<file path="config.mk">
export PLATFORM = sky130hd
export DESIGN_NAME = fpga1_transmitter
export DESIGN_NICKNAME = d
export VERILOG_FILES = /design/src/rtl/fpga1_transmitter.sv
export SDC_FILE = /design/constraint.sdc
export NUM_CORES = 1
export LEC_CHECK = 0
export ABC_AREA = 1
export BUFFER_PORTS_ARGS = -buffer_cell sky130_fd_sc_hd__buf_4
export CAP_MARGIN = 30
export CORE_ASPECT_RATIO = 1.1
export CORE_MARGIN = 3
export CORE_UTILIZATION = 51
export DETAILED_ROUTE_END_ITERATION = 7
export PLACE_DENSITY = 0.82
export RECOVER_POWER = 100
export SKIP_LAST_GASP = 1
export SYNTH_ARGS = -nofsm -noshare
export SYNTH_HDL_FRONTEND = slang
export SYNTH_SLANG_ARGS = --single-unit
</file>
<file path="constraint.sdc">
create_clock -name clk -period 1.7 [get_ports clk]
set_input_delay 0.255 -clock clk [delete_from_list [all_inputs] [get_ports clk]]
set_output_delay 0.255 -clock clk [all_outputs]
set_load 0.02 [all_outputs]
</file>
<file path="src/rtl/fpga1_transmitter.sv">
`default_nettype none
// =============================================================================
// Module : fpga1_transmitter
// Sender side of the FPGA1->FPGA2 32-bit four-phase link with abort/retry.
// Optional counters: define FPGA1_TX_STATS_EN.
// Rev    : 1.0
// =============================================================================
module fpga1_transmitter #(
   parameter int DATA_W         = 32,
   parameter int TIMEOUT_CYCLES = 1024
) (
   input  logic              clk,
   input  logic              rst,
   input  logic [DATA_W-1:0] s_data,
   input  logic              s_valid,
   output logic              s_ready,
   output logic [DATA_W-1:0] data_out,
   output logic              req_out,
   output logic              send_done,
   input  logic              rdy_in,
   input  logic              ack_in,
   output logic              busy,
`ifdef FPGA1_TX_STATS_EN
   output logic [31:0]       tx_word_count,
   output logic [15:0]       tx_abort_count,
`endif
   output logic              tx_timeout
);

   localparam int CNT_W = (TIMEOUT_CYCLES > 0) ? $clog2(TIMEOUT_CYCLES + 1) : 1;
   localparam bit TIMEOUT_EN = (TIMEOUT_CYCLES > 0);
   localparam logic [CNT_W-1:0] CNT_LAST =
      (TIMEOUT_CYCLES > 0) ? CNT_W'(TIMEOUT_CYCLES - 1) : '0;

   typedef enum logic [2:0] {
      ST_IDLE    = 3'd0,
      ST_REQ     = 3'd1,
      ST_SEND    = 3'd2,
      ST_RELEASE = 3'd3,
      ST_ABORT   = 3'd4
   } state_t;

   state_t            state_q;
   logic              rdy_meta_q, rdy_s_q;
   logic              ack_meta_q, ack_s_q;
   logic [CNT_W-1:0]  cnt_q;
   logic              s_ready_q;
   logic [DATA_W-1:0] data_q;
   logic              req_q;
   logic              send_done_q;
   logic              timeout_q;
   logic              w_expire;
   logic              w_word_done;
   logic              w_abort;

   always_ff @(posedge clk or posedge rst) begin
      if (rst) begin
         rdy_meta_q <= 1'b0;
         rdy_s_q    <= 1'b0;
         ack_meta_q <= 1'b0;
         ack_s_q    <= 1'b0;
      end else begin
         rdy_meta_q <= rdy_in;
         rdy_s_q    <= rdy_meta_q;
         ack_meta_q <= ack_in;
         ack_s_q    <= ack_meta_q;
      end
   end

   always_comb begin
      w_expire    = TIMEOUT_EN && (cnt_q == CNT_LAST);
      w_word_done = (state_q == ST_SEND) && ack_s_q;
      w_abort     = w_expire &&
                    (((state_q == ST_REQ)  && !rdy_s_q) ||
                     ((state_q == ST_SEND) && !ack_s_q));
   end

   always_ff @(posedge clk or posedge rst) begin
      if (rst) begin
         state_q     <= ST_IDLE;
         cnt_q       <= '0;
         s_ready_q   <= 1'b0;
         data_q      <= '0;
         req_q       <= 1'b0;
         send_done_q <= 1'b0;
         timeout_q   <= 1'b0;
      end else begin
         timeout_q <= 1'b0;
         case (state_q)
            ST_IDLE: begin
               if (!s_ready_q) begin
                  s_ready_q <= 1'b1;
               end else if (s_valid) begin
                  data_q    <= s_data;
                  s_ready_q <= 1'b0;
                  req_q     <= 1'b1;
                  cnt_q     <= '0;
                  state_q   <= ST_REQ;
               end
            end
            // A spurious ack without rdy is deliberately ignored here.
            ST_REQ: begin
               if (rdy_s_q) begin
                  send_done_q <= 1'b1;
                  cnt_q       <= '0;
                  state_q     <= ST_SEND;
               end else if (w_abort) begin
                  req_q     <= 1'b0;
                  timeout_q <= 1'b1;
                  state_q   <= ST_ABORT;
               end else begin
                  cnt_q <= cnt_q + 1'b1;
               end
            end
            ST_SEND: begin
               if (ack_s_q) begin
                  req_q       <= 1'b0;
                  send_done_q <= 1'b0;
                  state_q     <= ST_RELEASE;
               end else if (w_abort) begin
                  req_q       <= 1'b0;
                  send_done_q <= 1'b0;
                  timeout_q   <= 1'b1;
                  state_q     <= ST_ABORT;
               end else begin
                  cnt_q <= cnt_q + 1'b1;
               end
            end
            ST_RELEASE: begin
               if (!rdy_s_q && !ack_s_q) begin
                  s_ready_q <= 1'b1;
                  state_q   <= ST_IDLE;
               end
            end
            ST_ABORT: begin
               // Retry the retained word once the peer has fully let go.
               if (!rdy_s_q && !ack_s_q) begin
                  req_q   <= 1'b1;
                  cnt_q   <= '0;
                  state_q <= ST_REQ;
               end
            end
            default: begin
               req_q       <= 1'b0;
               send_done_q <= 1'b0;
               state_q     <= ST_IDLE;
            end
         endcase
      end
   end

`ifdef FPGA1_TX_STATS_EN
   logic [31:0] word_cnt_q;
   logic [15:0] abort_cnt_q;

   always_ff @(posedge clk or posedge rst) begin
      if (rst) begin
         word_cnt_q  <= '0;
         abort_cnt_q <= '0;
      end else begin
         if (w_word_done) begin
            word_cnt_q <= word_cnt_q + 32'd1;
         end
         if (w_abort && (abort_cnt_q != 16'hFFFF)) begin
            abort_cnt_q <= abort_cnt_q + 16'd1;
         end
      end
   end

   assign tx_word_count  = word_cnt_q;
   assign tx_abort_count = abort_cnt_q;
`endif

   assign s_ready    = s_ready_q;
   assign data_out   = data_q;
   assign req_out    = req_q;
   assign send_done  = send_done_q;
   assign tx_timeout = timeout_q;
   assign busy       = (state_q != ST_IDLE);

endmodule
`default_nettype wire

</file>
==> results_dict.tcl, run 1 <==
set metrics [dict create \
    num_vias 2371 \
    yosysWarnings 0 \
    hp-start "rdy_in" \
    holdPathEnd "rdy_meta_q" \
    grt_max_degree 41 \
    cp.required_ns 1.90 \
    cts-htree-levels 2 \
    cts_tree "yes" \
    die_w_um 73.6 \
    die_h_um 80.4 \
    route.detailed.drc 0 \
    grt_pass1_wl_um 10600 \
    synth_area_leader_cell "dfrtp_1" \
    synthMuxAreaShare_pct 0 \
    power-per-cell-area_nw_per_um2 1670 \
    clock_path_buffers 2 \
    crit_buf_inv 1 \
    largest_reg_flops 32 \
    dr.pass1.iters 4 \
    grt_usage_pct 22.6 \
    grt_pass1_vias 2343 \
    place.gp.congestion 0.849 \
    ys_seq_area_share_pct 52.7 \
    clk_pin_slew_worst_paths_ns 0.10 \
    antenna_cells 0 \
    yosys.area.top_type_share_pct 52.7 \
    finClkSkew_ns 0.0132 \
    placed_area_um2 3250 \
    synth_simple_gate_area_share_pct 36.5 \
    crit_top_cell "nand2_4" \
    setup_violations 0 \
    path_cells "ha_2, nand3_1, nor2_2, nand2_1, nor2_4, nand2_4, nand2_4, inv_2, o21ai_1, nor2_1" \
    cap_violations 0 \
    synthAdderAreaFrac_pct 0.488 \
    vdd_drop_max_v 0.000974 \
    synth_top_family_by_area "simple AND/OR/NAND/NOR gates" \
    syn_avg_cell_area_um2 7.82 \
    cts-root-buf "clkbuf_8" \
    min_path_cells 1 \
    cts_buffers 5 \
    hpwl_um 4440 \
    layout-drive-gt1-share_pct 20.2 \
    slew_headroom_pct 55.3 \
    hold_viol 0 \
    r2r-end "cnt_q[1]" \
    cp-start-kind "register" \
    syn_nets 366 \
    synth-xor-area-share_pct 1.02 \
    outcome "finished, final reports clean" \
    drt-vias-per-instance 4.97 \
    crit_type "register to register" \
    io_pins 74 \
    fin_crit_ns 1.65 \
    p_leak_nw 1.81 \
    yosysUniqueCellTypes 24 \
    overflow 0 \
    critical_path.endpoint_type "register" \
    clock_sinks 54 \
    fmaxAchievable_ghz 0.605 \
    drv_slew 0 \
    fin_crit_sh_pct 97.3 \
    clock_latency_ns 0.31 \
    drtAntennaViolNets 0 \
    avgRoutedWirePerCell_um 12.9 \
    synthToLayoutAreaGrowth_pct 29.4 \
    rr_startpoint "cnt_q[1]" \
    crit_fanout 6 \
    hold_path_class "input pin to register" \
    path_depth 10 \
    synth_area_leaders "dfrtp_1 (53%), nand2_1 (25%), inv_1 (3.8%)" \
    synth_compound_area_share_pct 3.86 \
    synthCells 328 \
    rows 26 \
    core-area_um2 4750 \
    tightest_slew_ns 0.669 \
    synth_area_um2 2560 \
    grt_antenna_before_repair 0 \
    portBuffers 73 \
    fin_nets 458 \
    rrSetupSlack_ns 0.05 \
    dieArea_um2 5910 \
    crit_path_top_delay_cell "dfrtp_1" \
    first_iter_violations 222 \
    synth.ff_latch_count 54 \
    r2r_cells 10 \
    fin_area_um2 3320 \
    crit_family "simple AND/OR/NAND/NOR gates" \
    critPathArrivalTime_ns 1.85 \
    slowest_delay_ns 0.38 \
    power_mw 5.53 \
    start_util_pct 54.0 \
    drt_wl_total_um 6140 \
    final.setup.tns_ns 0 \
]
[layout make-up]
class | instances | area [µm²]
clock buffer | 5 | 68.8
clock inverter | 3 | 47.5
fill | 422 | 1430
inverter | 29 | 109
multi-input combinational | 239 | 1100
sequential | 54 | 1350
tap | 56 | 70.1
timing repair buffer | 91 | 571
[report_power, final]
part | internal (mW) | switching, mW
sequential | 1.73 | 0.271
clock | 0.447 | 0.439
combinational | 0.872 | 1.77
[through the flow]
step	setup WS (ns)	instances	hold slack, ns	utilization (%)
floorplan	0.121	328	0.286	-
global placement	0.0220	462	0.257	68.4
detailed placement	-0.0244	462	0.262	68.4
CTS	0.00451	472	0.0361	71.3
global route	-0.0815	477	0.0539	69.9
finish	0.0460	477	0.0705	69.9
[logic make-up (layout without fill, tap and decap cells)]
kind of cell             count (synthesis)  count (layout)
adder cells (fa/ha/maj)                  1               1
buffers and inverters                   35             128
flip-flops                              54              54
AO/OA/AOI/OAI                           17              17
XOR/XNOR                                 3               3
AND/OR/NAND/NOR                        218             218
[synth_stat cells]
master,number
inv_2,3
o21bai_1,2
nand2_4,2
nand3_4,1
ha_1,1
o211ai_1,1
nand2_2,5
buf_2,6
a21boi_0,1
o21ai_1,2
nor3_4,2
nand3_1,14
nand2_1,168
xnor2_1,3
nor2_2,2
nor2_1,16
dfrtp_1,54
nor3_1,1
nor2_4,2
nand4_1,5
a21oi_1,1
o21ai_0,9
o221ai_1,1
inv_1,26
[layout by cell type, fill, tap and decap left out]
cell           netlist  layout
nor2_2               2       2
nand3_4              1       1
o211ai_1             1       1
nand4_1              5       5
nor3_1               1       1
nand2_4              2       3
clkbuf_1             0      36
buf_4                0      48
nand3_1             14      14
inv_6                0       1
a21boi_0             1       1
o221ai_1             1       1
o21bai_1             2       2
clkbuf_4             0       3
dfrtp_1             54      52
clkinv_4             0       1
clkbuf_8             0       5
buf_6                0       2
buf_12               0       1
nor2_1              16      14
dlygate4sd3_1        0       1
nand2_1            168     167
o21ai_0              9       9
xnor2_1              3       3
ha_2                 0       1
nor3_4               2       2
inv_2                3       3
a21oi_1              1       1
o21ai_1              2       2
bufinv_16            0       1
nor2_4               2       4
dfrtp_2              0       2
inv_1               26      26
nand2_2              5       5
[how the worst max path moves through the flow]
stage                    start           to
CTS                   cnt_q[0]     cnt_q[1]
global placement      cnt_q[1]     cnt_q[1]
detailed placement    cnt_q[1]     cnt_q[1]
finish                cnt_q[1]     cnt_q[1]
global route          cnt_q[1]     cnt_q[7]
floorplan           state_q[1]  data_out[0]
[routing by layer]
layer	part of all wire, %	up-vias	wire [µm]	track usage, %
li1	-	1194	-	-
met1	40	1085	2460	27.9
met2	51	82	3120	37.6
met3	7.7	10	473	7.51
met4	1.3	0	82	6.34
met5	0	-	0	0
[timing repair]
action / CTS / global route
resized for setup: 4 / 7
setup buffers: 1 / 5
pin swaps: 1 / 3
setup endpoints to repair: 6 / 40
endpoints found under the hold margin: 14 / 0
hold buffers: 1 / 0
gates cloned: 0 / 0
(Power assumes the default switching activity.)
==> run 2, diff against run 1 <==
CORE_UTILIZATION = 40   (was 51)
PLACE_DENSITY = 0.67   (was 0.82)
REMOVE_ABC_BUFFERS = 1   (was not set)
==> run 2 against run 1 <==
Power fell by 2.7%. Maximum frequency rose by 3.1%. First-iteration DRC count fell by 57%. Clock power fell by 2.9%. Via count fell by 4.0%. Register-to-register slack improved by 0.05 ns. Worst hold slack improved by 0.0021 ns. Clock-buffer cell count rose by 1. Design area rose by 0.79%. Flip-flop and latch count did not move. Routed wire length fell by 6.4%. Highest routed layer unchanged.
==> results_dict.tcl, run 2 (same netlist as run 1, synthesis figures left out) <==
set metrics [dict create \
    first_iter_violations 96 \
    route.detailed.drc 0 \
    largest_reg_flops 32 \
    core-area_um2 5990 \
    cts_buffers 5 \
    dieArea_um2 7410 \
    fin_crit_sh_pct 94.3 \
    grt_max_degree 33 \
    avgRoutedWirePerCell_um 11.5 \
    finClkSkew_ns 0.00353 \
    die_w_um 82.3 \
    tightest_slew_ns 0.688 \
    clock_sinks 54 \
    setup_violations 0 \
    vdd_drop_max_v 0.000716 \
    clock_path_buffers 2 \
    grt_antenna_before_repair 0 \
    place.gp.congestion 0.877 \
    post-place-ws_ns 0.00830 \
    num_vias 2277 \
    power-per-cell-area_nw_per_um2 1610 \
    grt_pass1_wl_um 10100 \
    clock_latency_ns 0.30 \
    rr_startpoint "cnt_q[0]" \
    antenna_cells 0 \
    final_common_cell "nand2_1" \
    cts-root-buf "clkbuf_8" \
    holdPathEnd "rdy_meta_q" \
    io_pins 74 \
    nFillCells 605 \
    cp.required_ns 1.90 \
    synthToLayoutAreaGrowth_pct 30.5 \
    critPathArrivalTime_ns 1.81 \
    crit_type "register to register" \
    layout-drive-gt1-share_pct 20.4 \
    setup_slack_ns 0.0963 \
    drtAntennaViolNets 0 \
    r2r-end "cnt_q[1]" \
    power_mw 5.38 \
    hold_viol 0 \
    fmaxAchievable_ghz 0.624 \
    die_h_um 90.0 \
    fin_nets 459 \
    min_path_cells 1 \
    outcome "finished, final reports clean" \
    drt_wl_total_um 5750 \
    p_leak_nw 1.80 \
    start_util_pct 42.8 \
    cap_violations 0 \
    rows 29 \
    critical_path.endpoint_type "register" \
    dr.pass1.iters 4 \
    clk_pin_slew_worst_paths_ns 0.10 \
    grt_pass1_vias 2253 \
    grt_usage_pct 17.3 \
    r2r_cells 10 \
    rrSetupSlack_ns 0.1 \
    cts-htree-levels 2 \
    drt-vias-per-instance 4.56 \
    portBuffers 73 \
    overflow 0 \
    cp-start-kind "register" \
    slew_headroom_pct 54.1 \
    fin_crit_ns 1.60 \
    final_cell_mix "nand2_1 (167), dfrtp_1 (54), buf_4 (47)" \
    hp-start "rdy_in" \
    hpwl_um 4420 \
    crit_fanout 6 \
    hold_path_class "input pin to register" \
    drv_slew 0 \
    cts_tree "yes" \
]
-- run 2: cell count changes in the layout (fill, tap and decap cells not counted), moves of 2 or more --
cell	before	now
nand3_2	0	2
nor2_2	2	4
nand3_1	14	12
dfrtp_2	2	0
dfrtp_1	52	54
clkbuf_2	0	3
-- run 2: metrics by stage --
stage | instances | util, % | instance area (µm²) | TNS, ns | hold WS (ns)
after floorplan | 322 | - | 2530 | -24.32 | 0.286
after global placement | 485 | 54.9 | 3290 | 0 | 0.274
after detailed placement | 485 | 54.9 | 3290 | 0 | 0.270
after CTS | 494 | 57.0 | 3410 | 0 | 0.0330
after global routing | 499 | 55.9 | 3340 | -0.0918 | 0.0466
final | 499 | 55.9 | 3340 | 0 | 0.0726
-- run 2: worst max-delay path: stages, from the launching register on --
cell and delay, ns:
dfrtp_1 0.41, ha_4 0.18, nand3_2 0.09, nor2_2 0.16, nand2_2 0.08, nor2_2 0.14, nand2_2 0.13, nand2_4 0.11
inv_2 0.04, o21ai_1 0.11, nor2_1 0.05
-- run 2: cell type report --
| type | count | area, µm² | area share [%] |
|---|---|---|---|
| Clock buffer | 6 | 72.6 | 2.17 |
| Clock inverter | 2 | 37.5 | 1.12 |
| Inverter | 29 | 109 | 3.25 |
| Multi-Input combinational cell | 239 | 1110 | 33.2 |
| Sequential cell | 54 | 1350 | 40.4 |
| Tap cell | 77 | 96.3 | 2.88 |
| Timing Repair Buffer | 92 | 567 | 16.9 |
-- run 2: how the worst max path moves through the flow --
stage                     slack, ns  depth (start not counted)     endpoint       start
final                           0.1                         10     cnt_q[1]    cnt_q[0]
after global routing          -0.03                         10     cnt_q[0]    cnt_q[0]
after CTS                      0.02                         10     cnt_q[1]    cnt_q[1]
after detailed placement      0.008                         10     cnt_q[1]    cnt_q[1]
after global placement         0.09                         10     cnt_q[1]    cnt_q[1]
after floorplan               -0.76                          8  data_out[0]  state_q[1]
-- run 2: layer usage --
metal | GRT usage, % | up-vias | share of wire (%) | wire, µm
li1 | - | 1191 | - | -
met1 | 21.7 | 1019 | 43 | 2490
met2 | 26.4 | 62 | 46 | 2650
met3 | 7.20 | 5 | 9.1 | 524
met4 | 5.82 | 0 | 1.4 | 80
met5 | 0 | - | 0 | 0
-- run 2: report_power, final --
part / switching, mW / total [mW] / internal, mW
Clock: 0.420 / 0.860 / 0.440
Combinational: 1.70 / 2.53 / 0.837
Sequential: 0.261 / 1.99 / 1.73
Total: 2.38 / 5.38 / 3.01
-- run 2: what timing repair did --
item,4_1_cts,5_1_grt
endpoints found under the setup margin,1,48
pin swaps,0,4
resized for setup,1,9
hold buffers,1,0
setup buffers,0,5
hold endpoints to repair,16,0
==> run 3, diff against run 2 <==
PLACE_DENSITY = not set   (was 0.67)
==> run 3 against run 2 <==
Combinational power up 2%. Final cell count down 0.20%. Critical path depth unchanged. Die area unchanged. Maximum frequency down 0.75%. Global-route usage up 0.085 points. Power down 1.8%. Worst hold slack better by 0.0035 ns. Routed wire length up 5.7%. Utilization up 0.21 points.
==> results_dict.tcl, run 3 (same netlist as run 1, synthesis figures left out) <==
set metrics [dict create \
    clk_pin_slew_worst_paths_ns 0.10 \
    slew_headroom_pct 39.7 \
    layout-drive-gt1-share_pct 21.4 \
    drt_wl_total_um 6070 \
    route.detailed.drc 0 \
    synthToLayoutAreaGrowth_pct 30.9 \
    overflow 0 \
    die_w_um 82.3 \
    rrSetupSlack_ns 0.08 \
    hold_path_class "input pin to register" \
    power-per-cell-area_nw_per_um2 1570 \
    hold_viol 0 \
    cap_violations 0 \
    fin_crit_ns 1.62 \
    dieArea_um2 7410 \
    place.gp.congestion 0.840 \
    grt_pass1_vias 2248 \
    fin_util_pct 56.1 \
    clock_latency_ns 0.30 \
    antenna_cells 0 \
    fin_crit_sh_pct 95.0 \
    num_vias 2319 \
    power_mw 5.29 \
    final_common_cell "nand2_1" \
    core-area_um2 5990 \
    crit_fanout 6 \
    hpwl_um 4440 \
    first_iter_violations 73 \
    cts_buffers 5 \
    grt_max_degree 33 \
    drv_slew 0 \
    clock_sinks 54 \
    setup_violations 0 \
    start_util_pct 42.8 \
    dr.pass1.iters 4 \
    crit_type "register to register" \
    grt_antenna_before_repair 0 \
    cts_tree "yes" \
    p_leak_nw 1.81 \
    drtAntennaViolNets 0 \
    cts-htree-levels 2 \
    fin_nets 459 \
    final_cell_mix "nand2_1 (165), dfrtp_1 (54), buf_4 (49)" \
    cp.required_ns 1.90 \
    clock_path_buffers 2 \
    portBuffers 73 \
    outcome "finished, final reports clean" \
    cts-root-buf "clkbuf_8" \
    avgRoutedWirePerCell_um 12.2 \
    instances_no_fill 498 \
    tightest_slew_ns 0.903 \
    cp-start-kind "register" \
    vdd_drop_max_v 0.000864 \
    drt-vias-per-instance 4.66 \
    io_pins 74 \
    dpl.cell_count 486 \
    critical_path.endpoint_type "register" \
    largest_reg_flops 32 \
    grt_pass1_wl_um 10200 \
    critPathArrivalTime_ns 1.81 \
    die_h_um 90.0 \
    finClkSkew_ns 0.00928 \
    rsz0062_at_grt "yes" \
    fmaxAchievable_ghz 0.619 \
    grt_usage_pct 17.3 \
    rows 29 \
]
## run 3: cell count changes in the layout (fill, tap and decap cells not counted), moves of 2 or more
cell      delta
nor2_4       +3
buf_4        +2
clkbuf_2     -2
inv_6        +2
nand2_1      -2
nor2_2       -2
## run 3: timing repair
action | 4_1_cts | 5_1_grt
resized for setup | 0 | 16
endpoints found under the hold margin | 20 | 0
hold buffers | 1 | 0
buffers inserted | 0 | 4
setup endpoints to repair | 0 | 48
## run 3: worst paths after layout
| check | start | to | cells past startpoint |
|---|---|---|---|
| max | cnt_q[1] | cnt_q[1] | 10 |
| min | rdy_in | rdy_meta_q | 1 |
| max reg2reg | cnt_q[1] | cnt_q[1] | 10 |
| min reg2reg | ack_meta_q | ack_s_q | 0 |
| max in group asynchronous | rst | data_out[21] | 4 |
| min in group asynchronous | rst | cnt_q[10] | 3 |
## run 3: layout make-up
class	count	area, µm²
Fill cell	593	2630
Clock inverter	2	17.5
Multi-Input combinational cell	239	1130
Clock buffer	5	68.8
Tap cell	77	96.3
Timing Repair Buffer	92	581
Inverter	29	109
Sequential cell	54	1350
## run 3: power by group
group | internal, mW | total, mW | switching (mW)
logic | 0.842 | 2.59 | 1.75
registers | 1.73 | 1.97 | 0.247
clock network | 0.294 | 0.721 | 0.427
total | 2.86 | 5.29 | 2.42
## run 3: routing by layer
| layer | vias up | GRT usage, % | share of wire (%) |
|---|---|---|---|
| li1 | 1190 | - | - |
| met1 | 1066 | 21.8 | 44 |
| met3 | 4 | 6.80 | 7.1 |
| met5 | - | 0 | 0 |
| met2 | 59 | 27.5 | 48 |
| met4 | 0 | 4.57 | 0.72 |
## run 3: per-stage QoR
stage               area (µm²)  hold slack, ns  TNS [ns]  worst slack (ns)
global placement          3310           0.327         0             0.136
CTS                       3400          0.0378         0            0.0172
floorplan                 2530           0.286    -24.32            -0.760
finish                    3360          0.0762         0            0.0842
global route              3360          0.0479   -0.0739           -0.0302
detailed placement        3310           0.324         0            0.0376
## run 3: critical path: stages (launching register included)
cell     delay (ns)
dfrtp_1        0.39
ha_2           0.22
nand3_2        0.11
nor2_4         0.14
nand2_2        0.07
nor2_2         0.13
nand2_2        0.12
nand2_4        0.10
inv_2          0.05
o21ai_1        0.13
nor2_1         0.05
